===== config.mk =====
export PLATFORM = sky130hd
export DESIGN_NAME = instruction_loader
export DESIGN_NICKNAME = d
export VERILOG_FILES = /design/src/rtl/instruction_loader.sv
export SDC_FILE = /design/constraint.sdc
export NUM_CORES = 1
export LEC_CHECK = 0
export ABC_AREA = 0
export CORE_MARGIN = 1
export CORE_UTILIZATION = 55
export DETAILED_ROUTE_END_ITERATION = 12
export GPL_ROUTABILITY_DRIVEN = 0
export PLACE_DENSITY = 0.84
export SYNTH_ARGS = -nofsm -noshare
export SYNTH_HDL_FRONTEND = slang
export SYNTH_SLANG_ARGS = --single-unit
export TNS_END_PERCENT = 20

===== constraint.sdc =====
create_clock -name clk -period 3.7 [get_ports clk]
set_input_delay 0.74 -clock clk [delete_from_list [all_inputs] [get_ports clk]]
set_output_delay 0.74 -clock clk [all_outputs]
set_load 0.1 [all_outputs]

===== src/rtl/instruction_loader.sv =====
// instruction_loader
//   Fills the instruction RAM from a byte stream before the CPU is released.
//   Stream format: 16-bit word count (MSB first), then that many 32-bit
//   instructions, each MSB first. One imem write is issued per instruction.
//
//   state   | meaning
//   --------+-----------------------------------------------------------
//   IDLE    | waiting for start, CPU free
//   LEN_HI  | expecting word-count high byte
//   LEN_LO  | expecting word-count low byte, count is validated here
//   WORD    | collecting the 4 bytes of one instruction
//   WRITE   | one-cycle imem write of the packed instruction
//   DONE    | load finished, CPU released, waits for start
//   ERROR   | illegal word count, CPU kept held, waits for start
//
// Ports:
//   clk, reset                 clock, synchronous active-high reset
//   start                      begin a load (honoured in IDLE/DONE/ERROR)
//   byte_valid, byte_data      incoming stream byte
//   byte_ready                 loader accepts a byte this cycle
//   imem_we/addr/wdata         instruction RAM write port
//   cpu_hold                   CPU reset/stall request
//   busy, done, error          load status
module instruction_loader #(
   parameter int ADDR_WIDTH = 8,
   parameter int MAX_WORDS  = 256
) (
   input  logic        clk,
   input  logic        reset,
   input  logic        start,
   input  logic        byte_valid,
   input  logic [7:0]  byte_data,
   output logic        byte_ready,
   output logic        imem_we,
   output logic [31:0] imem_addr,
   output logic [31:0] imem_wdata,
   output logic        cpu_hold,
   output logic        busy,
   output logic        done,
   output logic        error
);

   typedef enum logic [2:0] {
      S_IDLE, S_LEN_HI, S_LEN_LO, S_WORD, S_WRITE, S_DONE, S_ERROR
   } state_t;

   localparam logic [ADDR_WIDTH:0] IDX_ONE = 1;

   state_t              state, state_nxt;
   logic [15:0]         len_q;
   logic [ADDR_WIDTH:0] idx_q;
   logic [1:0]          bcnt_q;
   logic [31:0]         shift_q;
   logic [31:0]         addr_q;
   logic [31:0]         wdata_q;

   logic                xfer;
   logic [15:0]         len_full;
   logic                last_word;
   logic [31:0]         shift_nxt;

   assign xfer      = byte_valid & byte_ready;
   // Full count as it will be once the low byte lands this cycle.
   assign len_full  = {len_q[15:8], byte_data};
   assign last_word = (16'(idx_q) == len_q - 16'd1);
   assign shift_nxt = {shift_q[23:0], byte_data};

   // All status outputs are pure state decodes, so byte_valid never
   // reaches an output combinationally.
   assign byte_ready = (state == S_LEN_HI) || (state == S_LEN_LO) || (state == S_WORD);
   assign imem_we    = (state == S_WRITE);
   assign busy       = byte_ready || (state == S_WRITE);
   assign cpu_hold   = busy || (state == S_ERROR);
   assign done       = (state == S_DONE);
   assign error      = (state == S_ERROR);
   assign imem_addr  = addr_q;
   assign imem_wdata = wdata_q;

   always_comb begin
      state_nxt = state;
      case (state)
         S_IDLE:   if (start) state_nxt = S_LEN_HI;
         S_LEN_HI: if (xfer) state_nxt = S_LEN_LO;
         S_LEN_LO: begin
            if (xfer) begin
               if (len_full == 16'd0)                 state_nxt = S_DONE;
               else if (len_full > 16'(MAX_WORDS))    state_nxt = S_ERROR;
               else                                   state_nxt = S_WORD;
            end
         end
         S_WORD:   if (xfer && bcnt_q == 2'd3) state_nxt = S_WRITE;
         S_WRITE:  state_nxt = last_word ? S_DONE : S_WORD;
         S_DONE:   if (start) state_nxt = S_LEN_HI;
         S_ERROR:  if (start) state_nxt = S_LEN_HI;
         default:  state_nxt = S_IDLE;
      endcase
   end

   always_ff @(posedge clk) begin
      if (reset) begin
         state   <= S_IDLE;
         len_q   <= '0;
         idx_q   <= '0;
         bcnt_q  <= '0;
         shift_q <= '0;
         addr_q  <= '0;
         wdata_q <= '0;
      end else begin
         state <= state_nxt;
         case (state)
            S_LEN_HI: if (xfer) len_q[15:8] <= byte_data;
            S_LEN_LO: begin
               if (xfer) begin
                  len_q[7:0] <= byte_data;
                  idx_q      <= '0;
                  bcnt_q     <= '0;
               end
            end
            S_WORD: begin
               if (xfer) begin
                  shift_q <= shift_nxt;
                  bcnt_q  <= bcnt_q + 2'd1;
                  // Capture address and data on the 4th byte so both are
                  // stable for the whole WRITE cycle and hold afterwards.
                  if (bcnt_q == 2'd3) begin
                     addr_q  <= 32'({idx_q[ADDR_WIDTH-1:0], 2'b00});
                     wdata_q <= shift_nxt;
                  end
               end
            end
            S_WRITE: begin
               idx_q  <= idx_q + IDX_ONE;
               bcnt_q <= '0;
            end
            default: ;
         endcase
      end
   end

endmodule

==> metrics, run 1 <==
outcome completed; total of max-cap violations 0; top cells by count, synth nand2_1 (177), a21oi_1 (95), dfxtp_1 (94), clkbuf_1 (30), buf_4 (24); Unique masters post-synth 50; DRT Pass-1 Iters 5; core area 7330 um2; Syn Inst Count 559; fmax ~0.37 GHz; vias per inst 5.65; Final Power 2.64 mW; Final Hold Viols 0; boundary pin count 82; reg2reg end state[1]; die span in x 89.5 um; crit path DAT 1.99 ns; Final TNS setup 0 ns; area grow syn2layout 16.7%; Final nets about 600; Crit Path Max Fanout 16; PortBufs 57; starting density of the core between 50% and 60%; unrepaired setup endpoints after global routing no; non-filler cells, final 698; Fill cells 627; CP cell instances nor2_1 > nand2_1 > inv_2 > buf_4; Crit-path slowest cell dfxtp_1; reg2reg path depth 8; Crit Reg-Reg Startpoint len_q[0]; number of remaining DRC errors 0; peak supply drop 0.343 mV; Reg clk slew, reported paths about 0.090 ns; hold path depth 2; Top delay family on crit path buffers and inverters; routed length on met2 4.68 mm; EDFF count, synth 0; hold path start shift_q[16]; placed cell count 682; total CTS buffers 9; Sink Count 94; Final Setup Violations 0; postcts setup bufs 0; worst hold path class flop to flop; Total GRT Usage 27.2%; Seq cells post-synth 94; Top FF cell, synth dfxtp_1; initial antenna violation count 0; WP data required 2.96 ns; slowest stage delay, CP 0.48 ns; Top Layer Used met4; synthesized area per cell 7.54 um2; DRT antenna net count 0; height of the chip 89.5 um; minimum clock period approximately 2.7 ns; H-tree levels 3; DRT iter0 DRCs roughly 330; Buf/Inv on CP 2; number of inserted diodes 0; post-synthesis sequential area ratio 44.7%; power per cell area between 500 and 600 nW/um2; ys async rst share 0%; hpwl dp a little under 7 mm; Slew @ Worst Pin between 1 and 1.5 ns; first-pass GRT wire length 16.3 mm; P_leak 1.67 nW; WL met1 4.67 mm; drt total wl just over 10 mm; final instance area 4920 um2; hold worst-path end imem_wdata[24]; Post-Syn Area roughly 4200 um2; Slew Limit Headroom roughly a third; routed vias slightly below 4k; post-cts sizing count 0; Synth area leader dfxtp_1; top-area cell type share of the netlist area 44.7%; GRT overflow 0; Die ar. between 8000 and 9000 um2; clock insertion delay at the later pin of the skew report 0.36 ns; Final Max Slew Viols 0; Final Cycle Share 73.9%; met3 wire length 851 um; vias in the first global route approximately 3.3k; CP endpoint kind primary output; CTS root buf clkbuf_8; most common cell in the synthesized netlist nand2_1; CTS tree done; largest net degree at the start of global routing 62; critical setup path kind flop to primary output; share of cells above drive strength 1 6.84%; dominant cells by area after synthesis dfxtp_1 (45%), nand2_1 (16%), a21oi_1 (11%); CP Launch Type flop; final setup skew 0.00873 ns; DR WL/cell 14.9 um; dpl cell area 4710 um2; Row Count 31; Longest Clk Path Bufs 2; R2R Setup Slk 1.27 ns; Post-CTS Hold Fix Bufs 0; synth warn 0
-- logic make-up after synthesis --
logic type               after synthesis  synth area share (%)
other                                  1                0.0890
adder cells (fa/ha/maj)                3                 0.891
AO/OA/AOI/OAI                        128                  17.2
multiplexers                           4                  1.01
flip-flops                            94                  44.7
XOR/XNOR                              11                  2.29
AND/OR/NAND/NOR                      251                  25.6
buffers and inverters                 67                  8.29
-- cells in the final DEF, fill, tap and decap left out, types with 3 or more instances in the layout --
cell type,Yosys,routed
nor3_1,11,9
o21ai_0,7,7
xnor2_1,6,6
clkbuf_8,0,11
nand4_1,3,3
nor4_1,4,4
ha_1,3,3
conb_1,1,24
a21oi_1,95,95
or4_1,5,5
nor2_1,23,23
inv_1,4,4
o21ai_1,4,4
o21a_1,3,3
nor3b_1,5,5
or3_1,3,3
xor2_1,5,5
nand2_1,177,177
clkdlybuf4s50_1,0,50
buf_4,24,10
dfxtp_1,94,94
nand3_1,8,8
-- sequential cells by signal, indices dropped and copies added, names as in the netlist --
| name | flops |
|---|---|
| imem_wdata | 32 |
| shift_q | 24 |
| bcnt_q | 2 |
| state | 3 |
| idx_q | 9 |
| imem_addr | 8 |
| len_q | 16 |
-- metrics by stage --
step                hold slack [ns]  util (%)  setup WS, ns
finish                        0.451      67.1         0.966
global route                  0.465      67.1         0.850
CTS                           0.455      67.1         0.972
detailed placement            0.444      64.2         0.806
global placement              0.444      64.2         0.856
floorplan                     0.432         -        0.0908
-- worst max-delay path by stage --
stage	slack, ns	depth (start not counted)	end	from
after floorplan	0.09	4	cpu_hold	state[0]
after global placement	0.86	8	imem_wdata[0]	byte_valid
after detailed placement	0.81	8	imem_wdata[2]	byte_valid
after CTS	0.97	4	imem_we	state[0]
after global routing	0.85	4	imem_we	state[0]
final	0.97	4	imem_we	state[0]
-- layer usage --
metal,vias to the layer above,global-route usage [%]
met5,-,0
met4,0,9.09
met2,164,40.9
met3,18,7.20
li1,1891,-
met1,1871,37.8
-- area by class of cell --
| cell class | count | area, um2 | share of cell area (%) |
|---|---|---|---|
| multi-input cells | 421 | 2080 | 42.3 |
| clock buffers | 12 | 155 | 3.16 |
| well taps | 99 | 124 | 2.52 |
| repair buffers | 62 | 601 | 12.2 |
| flip-flops and latches | 94 | 1880 | 38.3 |
| inverters | 6 | 22.5 | 0.458 |
| clock inverters | 4 | 53.8 | 1.09 |
-- tightest hold or removal path, delay by kind of cell, from the launching register on --
family	cells	cell delay, ns
AOI/OAI and AO/OA	1	0.05
DFF	1	0.32
and+or+nand+nor	1	0.05
-- where the power goes --
part	leakage, nW	internal (mW)	total [mW]	switching (mW)
registers	0.758	1.05	1.12	0.0745
clock network	0.0992	0.352	0.710	0.358
logic	0.808	0.226	0.811	0.586
total	1.67	1.63	2.64	1.02
(Power assumes the default switching activity.)
==> run 2, diff against run 1 <==
CORE_UTILIZATION = 52   (was 55)
PLACE_DENSITY = 0.8   (was 0.84)
clock period = 2.7 ns   (was 3.7 ns; I/O delays follow)
==> run 2 against run 1 <==
Via count increased by 0.76%. Non-clock buffer count up 9. Sequential share of layout area decreased by 0.38 points. Clock power rose by 33%. Global-route usage shrank 2.7 points. Worst hold slack better by 0.012 ns. Largest power group unchanged. Largest cell class unchanged. Power is 40% higher. Combinational power is 50% higher. Sequential cell count unchanged.
==> metrics, run 2 (synthesized netlist as in run 1, its figures left out) <==
CP endpoint kind primary output; Post-CTS Hold Fix Bufs 0 (unchanged); minimum clock period 2.52 ns; Crit Path Max Fanout 16 (unchanged); GR Util met2 36.0% (-4.9 points); Die ar. 8470 um2 (+5.6%); share of cells above drive strength 1 15.0% (+8.1 points); dpl ws 0.126 ns (-0.680 ns); Int Power 2.27 mW (+40%); final setup skew 0.0113 ns (+0.00253 ns); largest net degree at the start of global routing 75 (+21%); PortBufs 57 (unchanged); Total GRT Usage 24.4% (-2.7 points); Sink Count 94 (unchanged); post-layout util 63.9% (-3.1 points); P_leak 1.81 nW (+9.0%); busiest grt layer met2; number of remaining DRC errors 0 (unchanged); Final TNS setup 0 ns (unchanged); critical setup path kind flop to primary output; GRT overflow 0 (unchanged); DRT iter0 DRCs 356 (+7.6%); DRT Pass-1 Iters 5 (unchanged); drt total wl 10.2 mm (-2.1%); routed vias 3974 (+0.76%); DRT antenna net count 0 (unchanged); worst setup path start state[0]; Crit Reg-Reg Startpoint len_q[0]; outcome completed; area grow syn2layout 17.8%; postcts setup bufs 0 (unchanged); met3 usage 5.64% (-1.6 points); final worst slack 0.180 ns (-0.786 ns); Row Count 32 (+3.2%); hold path start imem_wdata[22]; Longest Clk Path Bufs 2 (unchanged); first-pass GRT wire length 16.3 mm (-0.25%); Final Max Slew Viols 0 (unchanged); CTS tree done; fmax a little under 0.4 GHz; Final nets 618 (+1.5%); Final Hold Viols 0 (unchanged); power share of the sequential group 41.6% (-0.8 points); max FFs per register 32 (unchanged); DR WL/cell 14.3 um (-3.7%); met1 usage in global routing 34.8% (-3.0 points); CTS root buf clkbuf_8; post-cts sizing count 0 (unchanged); Final Cycle Share 93.3%; number of inserted diodes 0 (unchanged); WP data required 2.16 ns (-0.80 ns); vias per inst 5.60 (-0.94%); Final Setup Violations 0 (unchanged); sw frac 38.8% (+0.23 points); CP Launch Type flop; power per cell area 746 nW/um2 (+39%); unrepaired setup endpoints after global routing no; peak supply drop 0.351 mV (+2.4%); Clock power frac 25.5% (-1.4 points); crit path DAT 1.98 ns (about the same); starting density of the core 54.2% (-3.2 points); total CTS buffers 9 (unchanged); most frequent cells in the layout nand2_1 (177), a21oi_1 (95), dfxtp_1 (94); P_sw 1.44 mW (+41%); Slew @ Worst Pin 0.635 ns (-0.369 ns); die span in x 92.0 um (+2.8%); initial antenna violation count 0 (unchanged); H-tree levels 3 (unchanged); hpwl dp 6.94 mm (+0.82%); Logic pwr share 32.9% (+2.2 points); vias in the first global route 3389 (+3.2%); commonest non-fill, non-tap cell in the layout nand2_1; height of the chip 92.0 um (+2.8%); clock insertion delay at the later pin of the skew report 0.37 ns (about the same); core area 7770 um2 (+6.0%); worst hold path class flop to flop; Reg clk slew, reported paths 0.09 ns (about the same); Slew Limit Headroom 57.6% (+25 points); boundary pin count 82 (unchanged); total of max-cap violations 0 (unchanged)
[run 2: cell types whose count changed in the layout (fill, tap and decap cells not counted), sizes merged]
cell           before  now
clkinv              0    2
buf                12   61
clkdlybuf4s50      50   10
clkbuf             12   10
[run 2: final timing paths]
kind / slack, ns / cells past startpoint / end
worst max-delay path: 0.18 / 4 / cpu_hold
worst min-delay path: 0.46 / 2 / imem_wdata[22]
worst max register to register: 0.31 / 6 / state[1]
worst min register to register: 0.46 / 2 / imem_wdata[22]
[run 2: area by class of cell]
| type | instances | area, um2 |
|---|---|---|
| inverters | 6 | 22.5 |
| well taps | 102 | 128 |
| flip-flops and latches | 94 | 1880 |
| fillers | 686 | 2800 |
| multi-input cells | 421 | 2090 |
| clock buffers | 10 | 128 |
| clock inverters | 6 | 70.1 |
| repair buffers | 71 | 643 |
[run 2: per-stage QoR]
stage	hold slack (ns)	cell area (um2)	power, mW	std cells
detailed placement	0.447	4770	2.77	694
CTS	0.461	4960	3.70	710
global route	0.480	4960	3.86	710
finish	0.463	4960	3.71	710
floorplan	0.432	4320	2.51	582
global placement	0.444	4770	2.74	694
[run 2: critical path, stage by stage (launching register included)]
cell,delay [ns]
dfxtp_1,0.69
nor2_1,0.21
xnor2_2,0.20
or2_2,0.33
buf_12,0.17
[run 2: power by group through the flow]
stage | sequential (mW) | clock (mW) | combinational [mW]
after global placement | 1.57 | 0 | 1.18
final | 1.54 | 0.945 | 1.22
after CTS | 1.54 | 0.957 | 1.21
after floorplan | 1.50 | 0 | 1.01
after detailed placement | 1.57 | 0 | 1.20
after global routing | 1.55 | 1.01 | 1.29
[run 2: metal layers]
layer  share of wire, %  routed length [um]
met1                 46                4720
met2                 44                4480
met3                7.7                 781
met4                1.7                 176
met5                  0                   0
